`src/rtl/uart_tx_frame_engine.sv`:
```
`default_nettype none
// ============================================================================
// uart_tx_frame_engine: UART TX serialiser, runtime length/parity/stop, optional
// UART_TX_HOLD_REG_EN one-entry holding register for gapless frames. Rev 1.0
// ============================================================================
module uart_tx_frame_engine #(
  parameter int MAX_DATA_W = 8,
  parameter int BAUD_W     = 19
) (
  input  logic                  clk,
  input  logic                  reset,
  input  logic [BAUD_W-1:0]     baud_k,
  input  logic [3:0]            data_len,
  input  logic [2:0]            par_mode,
  input  logic                  stop2,
  input  logic                  ld_valid,
  input  logic [MAX_DATA_W-1:0] ld_data,
  output logic                  tx_ready,
  output logic                  tx_done,
  output logic                  busy,
  output logic                  tx
);

  localparam logic [3:0]        MIN_LEN = 4'd5;
  localparam logic [3:0]        MAX_LEN = 4'(MAX_DATA_W);
  localparam logic [BAUD_W-1:0] CNT_ONE = {{(BAUD_W-1){1'b0}}, 1'b1};

  // Everything a frame needs, captured at accept so later config edits are inert.
  typedef struct packed {
    logic [MAX_DATA_W-1:0] data;
    logic [3:0]            len;
    logic [BAUD_W-1:0]     baud;
    logic                  pen;
    logic                  par_bit;
    logic                  stop2;
  } frame_t;

  typedef enum logic [2:0] {
    S_IDLE   = 3'd0,
    S_START  = 3'd1,
    S_DATA   = 3'd2,
    S_PARITY = 3'd3,
    S_STOP   = 3'd4
  } state_t;

  state_t                state, state_n;
  frame_t                cur, cur_n, in_frame, load_frame;
  logic [BAUD_W-1:0]     bit_cnt, bit_cnt_n;
  logic [3:0]            bit_idx, bit_idx_n;
  logic [MAX_DATA_W-1:0] shift, shift_n;
  logic                  stop_idx, stop_idx_n;
  logic                  tx_q, tx_n;
  logic                  accept, last_tick, frame_end, load;

  always_comb begin
    in_frame = '0;
    if (data_len < MIN_LEN)
      in_frame.len = MIN_LEN;
    else if (data_len > MAX_LEN)
      in_frame.len = MAX_LEN;
    else
      in_frame.len = data_len;
    for (int i = 0; i < MAX_DATA_W; i++)
      in_frame.data[i] = ld_data[i] & (i < int'(in_frame.len));
    in_frame.baud    = baud_k;
    in_frame.stop2   = stop2;
    in_frame.pen     = par_mode[2];
    in_frame.par_bit = par_mode[1] ? par_mode[0] : ((^in_frame.data) ^ par_mode[0]);
  end

  assign accept    = ld_valid & tx_ready;
  assign last_tick = (bit_cnt == cur.baud);
  assign frame_end = (state == S_STOP) & last_tick & (stop_idx == cur.stop2);

`ifdef UART_TX_HOLD_REG_EN
  frame_t hold;
  logic   hold_full;
  logic   direct;

  assign tx_ready   = ~hold_full;
  // An incoming word bypasses the holding register when the engine is free for it now.
  assign direct     = accept & ((state == S_IDLE) | (frame_end & ~hold_full));
  assign load       = direct | (frame_end & hold_full);
  assign load_frame = (frame_end & hold_full) ? hold : in_frame;

  always_ff @(posedge clk or posedge reset) begin
    if (reset) begin
      hold      <= '0;
      hold_full <= 1'b0;
    end else if (accept & ~direct) begin
      hold      <= in_frame;
      hold_full <= 1'b1;
    end else if (frame_end & hold_full) begin
      hold_full <= 1'b0;
    end
  end
`else
  assign tx_ready   = (state == S_IDLE);
  assign load       = accept;
  assign load_frame = in_frame;
`endif

  always_comb begin
    state_n    = state;
    cur_n      = cur;
    bit_cnt_n  = bit_cnt;
    bit_idx_n  = bit_idx;
    shift_n    = shift;
    stop_idx_n = stop_idx;
    tx_n       = 1'b1;

    if (state != S_IDLE)
      bit_cnt_n = last_tick ? '0 : bit_cnt + CNT_ONE;

    case (state)
      S_START: begin
        if (last_tick) begin
          state_n   = S_DATA;
          bit_idx_n = '0;
        end
      end
      S_DATA: begin
        if (last_tick) begin
          shift_n = shift >> 1;
          if (bit_idx == cur.len - 4'd1) begin
            state_n    = cur.pen ? S_PARITY : S_STOP;
            stop_idx_n = 1'b0;
          end else begin
            bit_idx_n = bit_idx + 4'd1;
          end
        end
      end
      S_PARITY: begin
        if (last_tick) begin
          state_n    = S_STOP;
          stop_idx_n = 1'b0;
        end
      end
      S_STOP: begin
        if (frame_end)
          state_n = S_IDLE;
        else if (last_tick)
          stop_idx_n = 1'b1;
      end
      default: ;
    endcase

    if (load) begin
      state_n    = S_START;
      cur_n      = load_frame;
      shift_n    = load_frame.data;
      bit_cnt_n  = '0;
      bit_idx_n  = '0;
      stop_idx_n = 1'b0;
    end

    // Line level is decoded from the next state so tx itself is a plain flop.
    case (state_n)
      S_START:  tx_n = 1'b0;
      S_DATA:   tx_n = shift_n[0];
      S_PARITY: tx_n = cur_n.par_bit;
      default:  tx_n = 1'b1;
    endcase
  end

  always_ff @(posedge clk or posedge reset) begin
    if (reset) begin
      state    <= S_IDLE;
      cur      <= '0;
      bit_cnt  <= '0;
      bit_idx  <= '0;
      shift    <= '0;
      stop_idx <= 1'b0;
      tx_q     <= 1'b1;
    end else begin
      state    <= state_n;
      cur      <= cur_n;
      bit_cnt  <= bit_cnt_n;
      bit_idx  <= bit_idx_n;
      shift    <= shift_n;
      stop_idx <= stop_idx_n;
      tx_q     <= tx_n;
    end
  end

  assign tx      = tx_q;
  assign busy    = (state != S_IDLE);
  assign tx_done = frame_end;

endmodule
`default_nettype wire

```
`config.mk`:
```
export PLATFORM = sky130hd
export DESIGN_NAME = uart_tx_frame_engine
export DESIGN_NICKNAME = d
export VERILOG_FILES = /design/src/rtl/uart_tx_frame_engine.sv
export SDC_FILE = /design/constraint.sdc
export NUM_CORES = 1
export LEC_CHECK = 0
export ABC_AREA = 0
export ABC_CLOCK_PERIOD_IN_PS = 6400
export BUFFER_PORTS_ARGS = -buffer_cell sky130_fd_sc_hd__buf_4
export CAP_MARGIN = 20
export CORE_MARGIN = 2
export CORE_UTILIZATION = 40
export CTS_BUF_LIST = sky130_fd_sc_hd__clkbuf_2 sky130_fd_sc_hd__clkbuf_4 sky130_fd_sc_hd__clkbuf_8
export CTS_CLUSTER_DIAMETER = 80
export DETAILED_ROUTE_END_ITERATION = 8
export PLACE_DENSITY_LB_ADDON = 0.12
export SYNTH_ARGS = -nofsm -noshare
export SYNTH_HDL_FRONTEND = slang
export SYNTH_SLANG_ARGS = --single-unit
```
`constraint.sdc`:
```
create_clock -name clk -period 6.4 [get_ports clk]
set_input_delay 0.96 -clock clk [delete_from_list [all_inputs] [get_ports clk]]
set_output_delay 0.96 -clock clk [all_outputs]
set_load 0.1 [all_outputs]
```
======== Yosys cells after proc, flatten, opt, wreduce, memory -nomap -nowiden ========
Index checks and enable logic that the tools add are counted.
W data, S select, Z words.
cells by class
  add/subtract/negate cells ............... 3
  order comparisons ....................... 10
  eq/ne operators ......................... 17
  muxes and demuxes ....................... 31
  bitwise logic cells ..................... 12
  reduce and logical (&&, ||, !) cells .... 11
operator list
  cell                     number
  $mux W19                 3
  $mux W4                  6
  $mux W8                  3
  $mux W3                  7
  $ne A3 B3 Y1 const B     7
  $add A19 B1 Y19 const B  1
  $eq A19 B19 Y1           1
  $lt A3 B4 Y1 const A     4
  $eq A3 B2 Y1 const B     4
  $pmux W3 S4              1
  $and A1 B1 Y1            11
  $lt A1 B4 Y1 const A     2
  $lt A2 B4 Y1 const A     2
  $pmux W4 S2              1
  $reduce_xor A8 Y1        1
  $mux W1                  7
  $eq A3 B1 Y1 const B     2
  $pmux W1 S3              2
  $reduce_and A6 Y1        1
  $reduce_bool A2 Y1       3
  $reduce_bool A3 Y1       2
  $add A4 B1 Y4 const B    1
  $eq A4 B4 Y1             1
  $gt A4 B4 Y1 const B     1
  10 further kinds         10
storage, ports and cells
  register bits ........................... 62
  bits of input ports ..................... 38
  output and inout port bits .............. 4
  word-level logic and storage cells ...... 96

======== Logic depth before layout (Yosys ltp) ========
Gate-level depths: netlist (run 1).
  depth after elaboration ................. 10
  depth in mapped cells ................... 9
  gate-level depth less buffers ........... 9

======== Least setup slack after synthesis (run 1) ========
No wires, ideal clock.
  path type ............................... register to output
  from .................................... register bit_cnt[3]
  to ...................................... output tx_done
  arrival time ............................ 3387 ps
  required time ........................... 5440 ps
  path slack .............................. 2053 ps
  cell stages (with the launch flop) ...... 6
  path buffers ............................ 0
  cells stage by stage .................... dfrtp_1 > xor2_1 > nor4_1 > nand4_1 > or2_4 > nor3_1
on the way
  longest elaborated chain between the ends .. 3
RTL lines
  item                         RTL line  RTL
  start: declaration           48        logic [BAUD_W-1:0] bit_cnt, bit_cnt_n;
  start signal: assignment     178       bit_cnt <= bit_cnt_n;
  $eq A19 B19 Y1               72        assign last_tick = (bit_cnt == cur.baud);
  $and A1 B1 Y1 (2 in series)  73        assign frame_end = (state == S_STOP) & last_tick & (stop_idx == cur.stop2);
  end: declaration             19        output logic tx_done,
No other way between the ends.

======== Final worst setup path (run 1) ========
Ends and elaborated chain as after synthesis.

==> summary.md, run 1 <==
| Metric | Value |
|---|---|
| Outcome | `finished clean` |
| Worst Reg-to-Reg Cells | `7` |
| Arr. time, crit path | `2.36 ns` |
| Avg Cell Area, Syn | `9.07 sq um` |
| Routed via count | `2,521` |
| Total wire length | `6920 um` |
| Comb pwr share | `25.1%` |
| Fin nets | `437` |
| Clk_skew | `0.0129 ns` |
| Reg2reg setup slack | `3.87 ns` |
| Post-CTS Hold Buffers | `0` |
| Clock power share | `28.9%` |
| Critical Path, Cell by Cell | `xor2_1, nor4_1, nand4_1, or2_4, nor3_1, buf_4` |
| CTS Buf Count | `9` |
| Commonest non-fill, non-tap cell in the layout | `nand2_1` |
| Routed Antenna Nets | `0` |
| Max-slew violations | `0` |
| Largest net degree at the start of global routing | `63` |
| Vias in the first global route | `2,492` |
| Ys Warns | `0` |
| Final min period | `3.32 ns` |
| Die Width | `93.6 um` |
| IO buf count | `41` |
| Final Hold Vio Count | `0` |
| Synth Area in Simple Gates | `24.0%` |
| Net Sw Power | `398 uW` |
| Io pins | `42` |
| Largest family of logic cells by synthesized area | `simple AND/OR/NAND/NOR gates` |
| Post-synth cell types | `47` |
| Crit start category | `flip-flop` |
| Top_reg_cell synth | `dfrtp_1` |
| Diode count | `0` |
| Total GRT Usage | `17.7%` |
| Slowest cell on the critical path | `dfrtp_1` |
| Fmax | `0.301 GHz` |
| Critical Path End Type | `primary output` |
| Mapped cell area | `3210 sq um` |
| Final instance area | `3830 sq um` |
| HPWL after DPL | `4830 um` |
| Internal Pwr Total | `803 uW` |
| Fin Hold WS | `0.471 ns` |
| CP required | `5.44 ns` |
| RSZ-0062 raised after global routing | `no` |
| Commonest non-fill, non-tap cells in the layout | `nand2_1 (87), dfrtp_1 (61), buf_4 (45), nor2_1 (32), xor2_1 (29)` |
| DR WL/cell | `13.8 um` |
| Worst Setup SP | `bit_cnt[3]` |
| Worst hold path type | `flip-flop to flip-flop` |
| Post-Synth Adder-Cell Area | `1.17%` |
| 1st-pass router iterations | `7` |
| Post-CTS Setup Bufs | `0` |
| Clock Root Buffer | `clkbuf_8` |
| H-tree Lvls | `3` |
| Initial drt markers | `89` |
| Clock buffer depth | `2` |
| Clock transition at the registers of the reported paths | `0.07 ns` |
| Synth Area in XOR/XNOR | `13.6%` |
| DP Area | `3610 sq um` |
| Setup CP Type | `flip-flop to primary output` |
| Die footprint | `8760 sq um` |
| Worst-Margin Slew | `0.796 ns` |
| Switch share | `33.2%` |
| Worst-path maximum fanout | `6` |
| Overall power | `1200 uW` |
| Clock latency on the worst-skew pair | `0.35 ns` |
| DRC Markers | `0` |
| First-pass GRT wire length | `12,000 um` |
| Sequential share of power | `46.0%` |
| Fin Setup TNS | `0 ns` |
| Mux cell area share after synthesis | `0.312%` |
| Pleak | `0.00186 uW` |
| Worst setup path endpoint | `tx_done` |
| Initial antenna violation count | `0` |
| Synth Area in Compound Gates | `9.31%` |
| FF-to-FF End | `tx` |
| Cell Rows | `32` |
| Seq/Total Area, Yosys | `48.4%` |
| Resized Gates After CTS | `0` |
| FFs w/ async S/R, synth | `100%` |
| FF+latch count, synth | `62` |
| Vias/cell | `5.01` |
| Total gr overflow | `0` |
| Mapped Cells | `354` |
| Slew headroom | `47.0%` |
| Syn Nets | `395` |
| Final worst path period share | `51.9%` |
| Reg-to-reg startpoint | `state[0]` |
| P per Cell Area | `314 nW/um^2` |
| Finish-stage setup viols | `0` |
| Initial Utilization | `41.3%` |
| Clock sink total | `62` |
| Number of synthesized flops with an enable pin | `0` |
| CP max stage delay | `0.45 ns` |
| Core ar. | `7770 sq um` |
| Layout area overhead | `19.3%` |
| Maxcap violations | `0` |
| Gpl congestion | `0.806` |
| Maximum vdd ir drop | `0.000172 V` |
| Die height | `93.6 um` |
| Share of post-route cells with drive strength above 1 | `18.2%` |
| CTS tree | `yes` |
[metal layers]
layer / routed length, um / vias up / track usage [%]
met2: 3350 / 52 / 29.0
met4: 129 / 0 / 5.68
met5: 0 / - / 0
li1: - / 1264 / -
met1: 3150 / 1192 / 23.1
met3: 292 / 13 / 4.35
[critical path, delay by kind of cell, from the launching register on]
kind                      cells  cell delay (ns)
xor gates and xnor gates      1             0.18
DFF                           1             0.45
and+or+nand+nor               4             1.07
buffers and inverters         1             0.32
[metrics by stage]
stage	setup slack (ns)	utilization [%]	instances
floorplan	2.05	-	354
global placement	3.40	46.5	485
global route	2.92	49.3	503
detailed placement	3.41	46.5	485
finish	3.08	49.3	503
CTS	3.02	49.0	501
[Yosys cell counts (all sizes together) (5+ instances only)]
library cell | count | area (sq um)
nand2 | 87 | 327
dfrtp | 61 | 1530
nor2 | 32 | 120
xor2 | 29 | 254
xnor2 | 18 | 158
nand3 | 16 | 80.1
inv | 12 | 45.0
clkbuf | 11 | 41.3
o21ai | 11 | 55.1
a21oi | 8 | 40.0
nor4 | 5 | 43.8
[power by group through the flow]
stage                     clock network (uW)  logic (uW)  registers (uW)
after detailed placement                   0         300             561
final                                    347         301             553
after global routing                     371         345             566
after floorplan                            0         231             545
after global placement                     0         298             559
after CTS                                357         304             554
[registers in the layout, indices dropped and copies added, names as in the netlist]
name,count
shift,8
cur,26
bit_cnt,19
state,3
bit_idx,4
tx,1
stop_idx,1
[how the worst min path moves through the flow]
stage                   from  endpoint  slack [ns]  depth (start not counted)
floorplan           shift[1]  shift[1]        0.44                          2
global placement    shift[4]  shift[4]        0.45                          2
detailed placement  shift[4]  shift[4]        0.46                          2
CTS                 shift[4]  shift[4]        0.47                          2
global route        shift[4]  shift[4]        0.49                          2
finish              shift[4]  shift[4]        0.47                          2
[kinds of logic after synthesis]
family,count (synthesis)
adder cells (fa/ha/maj),3
AO/OA/AOI/OAI,42
buffers and inverters,27
AND/OR/NAND/NOR,171
multiplexers,1
flip-flops,62
XOR/XNOR,48
[cell type report]
cell class,instances,area (sq um)
Multi-Input combinational cell,265,1550
Tap cell,102,128
Sequential cell,62,1550
Timing Repair Buffer,46,353
Inverter,12,45.0
Fill cell,794,3940
Clock inverter,7,75.1
Clock buffer,9,124
Power figures use the tool's default switching activity.
==> run 2, diff against run 1 <==
--- a/config.mk
+++ b/config.mk
@@ -5,8 +5,8 @@
 export SDC_FILE = /design/constraint.sdc
 export NUM_CORES = 1
 export LEC_CHECK = 0
-export ABC_AREA = 0
-export ABC_CLOCK_PERIOD_IN_PS = 6400
+export ABC_AREA = 1
+export ABC_CLOCK_PERIOD_IN_PS = 3450
 export BUFFER_PORTS_ARGS = -buffer_cell sky130_fd_sc_hd__buf_4
 export CAP_MARGIN = 20
 export CORE_MARGIN = 2
==> constraint.sdc (replaced) <==
create_clock -name clk -period 3.45 [get_ports clk]
set_input_delay 0.5175 -clock clk [delete_from_list [all_inputs] [get_ports clk]]
set_output_delay 0.5175 -clock clk [all_outputs]
set_load 0.1 [all_outputs]
==> run 2 against run 1 <==
Effect of this change:
- power rose to 2.8 times the previous value
- largest cell class unchanged
- largest power group is now combinational logic
- highest routed layer unchanged
- core utilization decreased by 1.5 points
- worst hold slack got worse by 0.099 ns
- sequential cell count unchanged
- cell area increased by 14%
- global-route usage up 1.1 points
- die area is 16% higher
- synthesized cell count grew 50%
- final cell count up 38%
- critical path depth grew 3
==> summary.md, run 2 <==
| Metric | Value |
|---|---|
| Core ar. | `9150 sq um (was 7770 sq um)` |
| Synth top area share | `40.7% (was 47.5%)` |
| Clock latency on the worst-skew pair | `0.34 ns (was 0.35 ns)` |
| Maximum vdd ir drop | `0.000245 V (was 0.000172 V)` |
| Fin Setup TNS | `0 ns (unchanged)` |
| Clock Root Buffer | `clkbuf_8 (unchanged)` |
| Seq/Total Area, Yosys | `41.4% (was 48.4%)` |
| Top_reg_cell synth | `dfrtp_1 (unchanged)` |
| Routed Antenna Nets | `0 (unchanged)` |
| HPWL after DPL | `6520 um (was 4830 um)` |
| Number of synthesized flops with an enable pin | `0 (unchanged)` |
| RSZ-0062 raised after global routing | `no (unchanged)` |
| IO buf count | `41 (unchanged)` |
| Initial Utilization | `40.9% (was 41.3%)` |
| Max reg flops | `26 (unchanged)` |
| H-tree Lvls | `3 (unchanged)` |
| Largest reg by FF count | `cur (unchanged)` |
| Initial antenna violation count | `0 (unchanged)` |
| Fin nets | `617 (was 437)` |
| FF+latch count, synth | `62 (unchanged)` |
| Worst hold path type | `input port to flip-flop (was flip-flop to flip-flop)` |
| Ys Warns | `0 (unchanged)` |
| Synth cell count leaders | `nand2_1 (181), inv_1 (72), dfrtp_1 (61) (was nand2_1 (87), dfrtp_1 (61), nor2_1 (32))` |
| Critical Path End Type | `primary output (unchanged)` |
| Final min period | `2.52 ns` |
| CTS Buf Count | `9 (unchanged)` |
| Pleak | `0.00224 uW (was 0.00186 uW)` |
| Total GRT Usage | `18.8% (was 17.7%)` |
| 1st-pass router iterations | `4 (was 7)` |
| Slew headroom | `43.7% (was 47.0%)` |
| Worst-Margin Slew | `0.841 ns (was 0.796 ns)` |
| Routed via count | `3,376 (was 2,521)` |
| Avg Cell Area, Syn | `7.04 sq um (was 9.07 sq um)` |
| Setup CP Type | `flip-flop to primary output (unchanged)` |
| Commonest non-fill, non-tap cell in the layout | `nand2_1 (unchanged)` |
| CTS tree | `yes (unchanged)` |
| Mapped cell area | `3750 sq um (was 3210 sq um)` |
| Clock buffer depth | `2 (unchanged)` |
| Layout area overhead | `16.8% (was 19.3%)` |
| P per Cell Area | `764 nW/um^2 (was 314 nW/um^2)` |
| Worst-path maximum fanout | `9 (was 6)` |
| Synth area leaders | `dfrtp_1 (41%), nand2_1 (18%), inv_1 (7.2%) (was dfrtp_1 (48%), nand2_1 (10%), xor2_1 (7.9%))` |
| Maxcap violations | `0 (unchanged)` |
| Final WS setup | `0.928 ns (was 3.08 ns)` |
| Total gr overflow | `0 (unchanged)` |
| Clock transition at the registers of the reported paths | `0.07 ns (about the same)` |
| Post-CTS Hold Buffers | `0 (unchanged)` |
| Gpl congestion | `0.824 (was 0.806)` |
| Clock sink total | `62 (unchanged)` |
| Final design utilization | `47.8% (was 49.3%)` |
| Final Hold Vio Count | `0 (unchanged)` |
| Share of post-route cells with drive strength above 1 | `16.9% (was 18.2%)` |
| Syn Nets | `573 (was 395)` |
| Mapped Cells | `532 (was 354)` |
| Clk_skew | `0.00843 ns (was 0.0129 ns)` |
| Resized Gates After CTS | `0 (unchanged)` |
| Largest regs | `cur x26, bit_cnt x19, shift x8 (unchanged)` |
| Total wire length | `8720 um (was 6920 um)` |
| Diode count | `0 (unchanged)` |
| Overall power | `3340 uW (was 1200 uW)` |
| Arr. time, crit path | `2.00 ns (was 2.36 ns)` |
| Post-synth cell types | `37 (was 47)` |
| FFs w/ async S/R, synth | `100% (unchanged)` |
| Commonest non-fill, non-tap cells in the layout | `nand2_1 (181), inv_1 (71), dfrtp_1 (61), nor2_1 (44), buf_4 (43) (was nand2_1 (87), dfrtp_1 (61), buf_4 (45), nor2_1 (32), xor2_1 (29))` |
| DR WL/cell | `12.6 um (was 13.8 um)` |
| First-pass GRT wire length | `14,900 um (was 12,000 um)` |
| Die Width | `101 um (was 93.6 um)` |
| DRC Markers | `0 (unchanged)` |
| Crit start category | `flip-flop (unchanged)` |
| Fmax | `0.397 GHz` |
| CP required | `2.93 ns (was 5.44 ns)` |
| Max-slew violations | `0 (unchanged)` |
| Final worst path period share | `73.1%` |
| Io pins | `42 (unchanged)` |
| Outcome | `finished clean (unchanged)` |
| Post-CTS Setup Bufs | `0 (unchanged)` |
| Largest net degree at the start of global routing | `63 (unchanged)` |
| Die footprint | `10,200 sq um (was 8760 sq um)` |
| Cell Rows | `35 (was 32)` |
| Cell with the most instances after synthesis | `nand2_1 (unchanged)` |
| Vias in the first global route | `3,185 (was 2,492)` |
| Initial drt markers | `190 (was 89)` |
| Die height | `101 um (was 93.6 um)` |
| Vias/cell | `4.88 (was 5.01)` |
| Pre-CTS setup slack | `1.17 ns (was 3.41 ns)` |
| Leading area contributor after synthesis | `dfrtp_1 (unchanged)` |
| Finish-stage setup viols | `0 (unchanged)` |
run 2: cell count changes after synthesis, moves of 5 or more:
cell      delta
buf_2        +5
nor2_2       +5
nor2_1      +13
nand3_1     +16
o221ai_1     +5
nand2_1     +94
o21ai_0     +14
xor2_1      -19
nor3_1       +8
inv_2       +14
xnor2_1     -10
inv_1       +60
clkbuf_1     -9
run 2: cells by family (layout without fill, tap and decap cells):
kind of cell               after synthesis  count (layout)  synth area share (%)
AOI/OAI and AO/OA                       52              52                  8.18
and+or+nand+nor                        300             300                  35.1
adders and majority gates                3               3                  1.00
DFF                                     62              62                  41.4
xor gates and xnor gates                18              18                  4.21
buffers and inverters                   97             146                  10.1
run 2: path summary, 6_finish.rpt:
kind / from / slack (ns) / cells past startpoint / to
setup / recovery: bit_cnt[11] / 0.93 / 9 / tx_done
hold / removal: baud_k[7] / 0.37 / 3 / cur[10]
setup reg to reg: state[0] / 1.16 / 9 / cur[22]
hold reg to reg: cur[5] / 0.50 / 2 / cur[5]
max in group asynchronous: reset / 2.51 / 3 / cur[3]
min in group asynchronous: reset / 0.39 / 3 / bit_idx[2]
run 2: through the flow:
stage                     hold WS [ns]  instances  cell area (sq um)
after floorplan                  0.462        532               3750
after global placement           0.485        676               4170
after detailed placement         0.490        676               4170
after CTS                        0.361        692               4380
after global routing             0.367        692               4380
final                            0.372        692               4380
run 2: metal layers:
layer / wire length [um] / part of all wire, % / track usage, %
met1: 4380 / 50 / 26.9
met2: 3800 / 44 / 28.7
met3: 432 / 5.0 / 4.02
met4: 107 / 1.2 / 5.69
met5: 0 / 0 / 0
run 2: cell type report:
cell class / instances / area (sq um)
Timing Repair Buffer: 43 / 323
Multi-Input combinational cell: 373 / 1830
Fill cell: 918 / 4780
Inverter: 87 / 327
Clock inverter: 5 / 58.8
Clock buffer: 11 / 145
Sequential cell: 62 / 1550
Tap cell: 111 / 139
run 2: worst max-delay path: stages (launching register included):
cell	delay, ns
dfrtp_1	0.42
inv_2	0.08
nand2_1	0.06
nand2_1	0.10
nor2_1	0.15
nand2_1	0.09
nor2_2	0.16
nand3_4	0.15
nor3_2	0.14
buf_4	0.31
run 2: power breakdown:
group	leakage [uW]	total, uW	internal (uW)	switching [uW]
sequential	0.000779	1220	1010	203
combinational	0.00136	1480	516	959
clock	0.0000990	651	361	290
==> run 3, diff against run 2 <==
--- a/config.mk
+++ b/config.mk
@@ -5,8 +5,8 @@
 export SDC_FILE = /design/constraint.sdc
 export NUM_CORES = 1
 export LEC_CHECK = 0
-export ABC_AREA = 1
-export ABC_CLOCK_PERIOD_IN_PS = 3450
+export ABC_AREA = 0
+export ABC_CLOCK_PERIOD_IN_PS = 2500
 export BUFFER_PORTS_ARGS = -buffer_cell sky130_fd_sc_hd__buf_4
 export CAP_MARGIN = 20
 export CORE_MARGIN = 2
==> constraint.sdc (replaced) <==
create_clock -name clk -period 2.5 [get_ports clk]
set_input_delay 0.375 -clock clk [delete_from_list [all_inputs] [get_ports clk]]
set_output_delay 0.375 -clock clk [all_outputs]
set_load 0.1 [all_outputs]
==> run 3 against run 2 <==
Effect of this change:
- routed wire length down 19%
- core utilization up 3.3 points
- cell area down 9.2%
- via count down 26%
- sequential cell count unchanged
- critical endpoint unchanged
==> summary.md, run 3 (synthesis gave the netlist of run 1 again) <==
| Metric | Value |
|---|---|
| Net Sw Power | `1020 uW (was 1450 uW)` |
| CTS tree | `yes (unchanged)` |
| Initial drt markers | `71 (was 190)` |
| Vias in the first global route | `2,468 (was 3,185)` |
| Clock Root Buffer | `clkbuf_8 (unchanged)` |
| Outcome | `finished clean (unchanged)` |
| Clock buffer depth | `2 (unchanged)` |
| Clk_skew | `0.00864 ns (was 0.00843 ns)` |
| Initial Utilization | `41.3% (was 40.9%)` |
| Share of post-route cells with drive strength above 1 | `22.1% (was 16.9%)` |
| Pre-CTS setup slack | `0.153 ns (was 1.17 ns)` |
| Gpl congestion | `0.814 (was 0.824)` |
| Finish-stage setup viols | `0 (unchanged)` |
| Worst hold path type | `input port to async pin (was input port to flip-flop)` |
| Switch share | `32.8% (was 43.4%)` |
| Worst-path maximum fanout | `2 (was 9)` |
| Sequential share of power | `45.3% (was 36.4%)` |
| Fin nets | `448 (was 617)` |
| DRC Markers | `0 (unchanged)` |
| HPWL after DPL | `4990 um (was 6520 um)` |
| Overall power | `3130 uW (was 3340 uW)` |
| Max reg flops | `26 (unchanged)` |
| Final min period | `2.49 ns` |
| Arr. time, crit path | `2.11 ns (was 2.00 ns)` |
| 1st-pass router iterations | `4 (unchanged)` |
| Final Hold Vio Count | `0 (unchanged)` |
| Worst-Margin Slew | `0.561 ns (was 0.841 ns)` |
| Clock transition at the registers of the reported paths | `0.07 ns (about the same)` |
| Clock power share | `28.5% (was 19.5%)` |
| Setup CP Type | `flip-flop to primary output (unchanged)` |
| Routed via count | `2,514 (was 3,376)` |
| Die height | `93.6 um (was 101 um)` |
| Maximum vdd ir drop | `0.000413 V (was 0.000245 V)` |
| Die Width | `93.6 um (was 101 um)` |
| Fin Hold WS | `0.0844 ns (was 0.372 ns)` |
| Largest net degree at the start of global routing | `39 (was 63)` |
| Final instance area | `3970 sq um (was 4380 sq um)` |
| Slowest cell on the critical path | `dfrtp_1 (unchanged)` |
| Clock latency on the worst-skew pair | `0.34 ns (about the same)` |
| Vias/cell | `4.89 (was 4.88)` |
| Largest regs | `cur x26, bit_cnt x19, shift x8 (unchanged)` |
| Die footprint | `8760 sq um (was 10,200 sq um)` |
| Io pins | `42 (unchanged)` |
| Largest reg by FF count | `cur (unchanged)` |
| Initial antenna violation count | `0 (unchanged)` |
| Pleak | `0.00192 uW (was 0.00224 uW)` |
| Max-slew violations | `0 (unchanged)` |
| Metal2 WL | `3020 um (was 3800 um)` |
| First-pass GRT wire length | `12,000 um (was 14,900 um)` |
| Crit start category | `flip-flop (unchanged)` |
| CTS Buf Count | `9 (unchanged)` |
| DP Area | `3730 sq um (was 4170 sq um)` |
| Routed Antenna Nets | `0 (unchanged)` |
| Commonest non-fill, non-tap cell in the layout | `nand2_1 (unchanged)` |
| Slew headroom | `62.6% (was 43.7%)` |
| IO buf count | `41 (unchanged)` |
| Critical Path End Type | `primary output (unchanged)` |
| Maxcap violations | `0 (unchanged)` |
| Non-filler cells, final | `514 (was 692)` |
| CP max stage delay | `0.40 ns (was 0.42 ns)` |
| Total gr overflow | `0 (unchanged)` |
| RSZ-0062 raised after global routing | `yes (was no)` |
| Fillers | `736 (was 918)` |
| Clock sink total | `62 (unchanged)` |
| Critical Path, Cell by Cell | `xor2_1, nor4_1, nand4_1, or2_4, nor3_4, buf_12 (was inv_2, nand2_1, nand2_1, nor2_1, nand2_1, nor2_2, nand3_4, nor3_2, buf_4)` |
| Layout area overhead | `23.7% (was 16.8%)` |
| Fmax | `0.402 GHz` |
| Placed Cells | `494 (was 676)` |
| Comb pwr share | `26.1% (was 44.1%)` |
| Total wire length | `7060 um (was 8720 um)` |
| Met1 WL | `3680 um (was 4380 um)` |
| Met3 Routed Length | `269 um (was 432 um)` |
| H-tree Lvls | `3 (unchanged)` |
| Final worst path period share | `99.4%` |
| CP required | `2.12 ns (was 2.93 ns)` |
| Internal Pwr Total | `2100 uW (was 1890 uW)` |
| P per Cell Area | `787 nW/um^2 (was 764 nW/um^2)` |
| Final WS setup | `0.0143 ns (was 0.928 ns)` |
| Total GRT Usage | `18.0% (was 18.8%)` |
| DR WL/cell | `13.7 um (was 12.6 um)` |
| Commonest non-fill, non-tap cells in the layout | `nand2_1 (87), dfrtp_1 (60), buf_4 (55), nor2_1 (32), xor2_1 (29) (was nand2_1 (181), inv_1 (71), dfrtp_1 (61), nor2_1 (44), buf_4 (43))` |
| Uppermost layer routed | `met4 (unchanged)` |
| Diode count | `0 (unchanged)` |
| Cell Rows | `32 (was 35)` |
| Core ar. | `7770 sq um (was 9150 sq um)` |
## run 3: changes by cell type in the layout (fill, tap and decap cells not counted), sizes merged, moves of 11 or more
cell   before  now
xor2       10   29
nor3       15    4
nor2       52   32
nand3      36   16
nand2     185   87
o21ai      28   11
buf        43   57
inv        86   11
## run 3: cell type report
cell class | instances | area [sq um] | share of cell area (%)
inverters | 12 | 48.8 | 1.23
clock buffers | 10 | 138 | 3.47
repair buffers | 57 | 453 | 11.4
well taps | 102 | 128 | 3.21
clock inverters | 6 | 61.3 | 1.54
flip-flops and latches | 62 | 1550 | 39.1
multi-input cells | 265 | 1590 | 40.0
## run 3: path summary, 6_finish.rpt
path	startpoint	endpoint	slack, ns	cells after the start
max	bit_cnt[16]	tx_done	0.01	6
min	reset	shift[2]	0.08	2
max reg2reg	bit_cnt[16]	bit_idx[3]	0.12	8
min reg2reg	shift[2]	shift[2]	0.47	2
max in group asynchronous	reset	bit_cnt[3]	1.79	3
min in group clk	baud_k[18]	cur[21]	0.21	3
## run 3: repair_timing
| item | in CTS | in global routing |
|---|---|---|
| hold buffers | 0 | 0 |
| setup endpoints to repair | 1 | 2 |
| pin swaps | 6 | 5 |
| cloned | 0 | 0 |
| buffers inserted | 4 | 0 |
| gates resized for setup | 4 | 0 |
## run 3: worst max-delay path: cells and delay by family, from the launching register on
| family | cells | cell delay, ns |
|---|---|---|
| buffers and inverters | 1 | 0.20 |
| flip-flops | 1 | 0.40 |
| AND/OR/NAND/NOR | 4 | 1.01 |
| XOR/XNOR | 1 | 0.17 |
## run 3: power by group through the flow
stage               registers (uW)  logic, uW  clock network (uW)
floorplan                     1400        613                   0
global placement              1430        809                   0
detailed placement            1430        825                   0
CTS                           1420        829                 919
global route                  1450        923                 966
finish                        1420        817                 891
## run 3: per-stage QoR
stage,utilization (%),setup TNS [ns]
global route,51.1,-0.101
CTS,51.1,-0.00468
global placement,48.0,0
detailed placement,48.0,0
floorplan,-,-0.0125
finish,51.1,0
## run 3: layer usage
layer,up-vias,GRT usage [%]
li1,1282,-
met3,8,4.92
met1,1180,26.4
met4,0,6.52
met5,-,0
met2,44,25.4
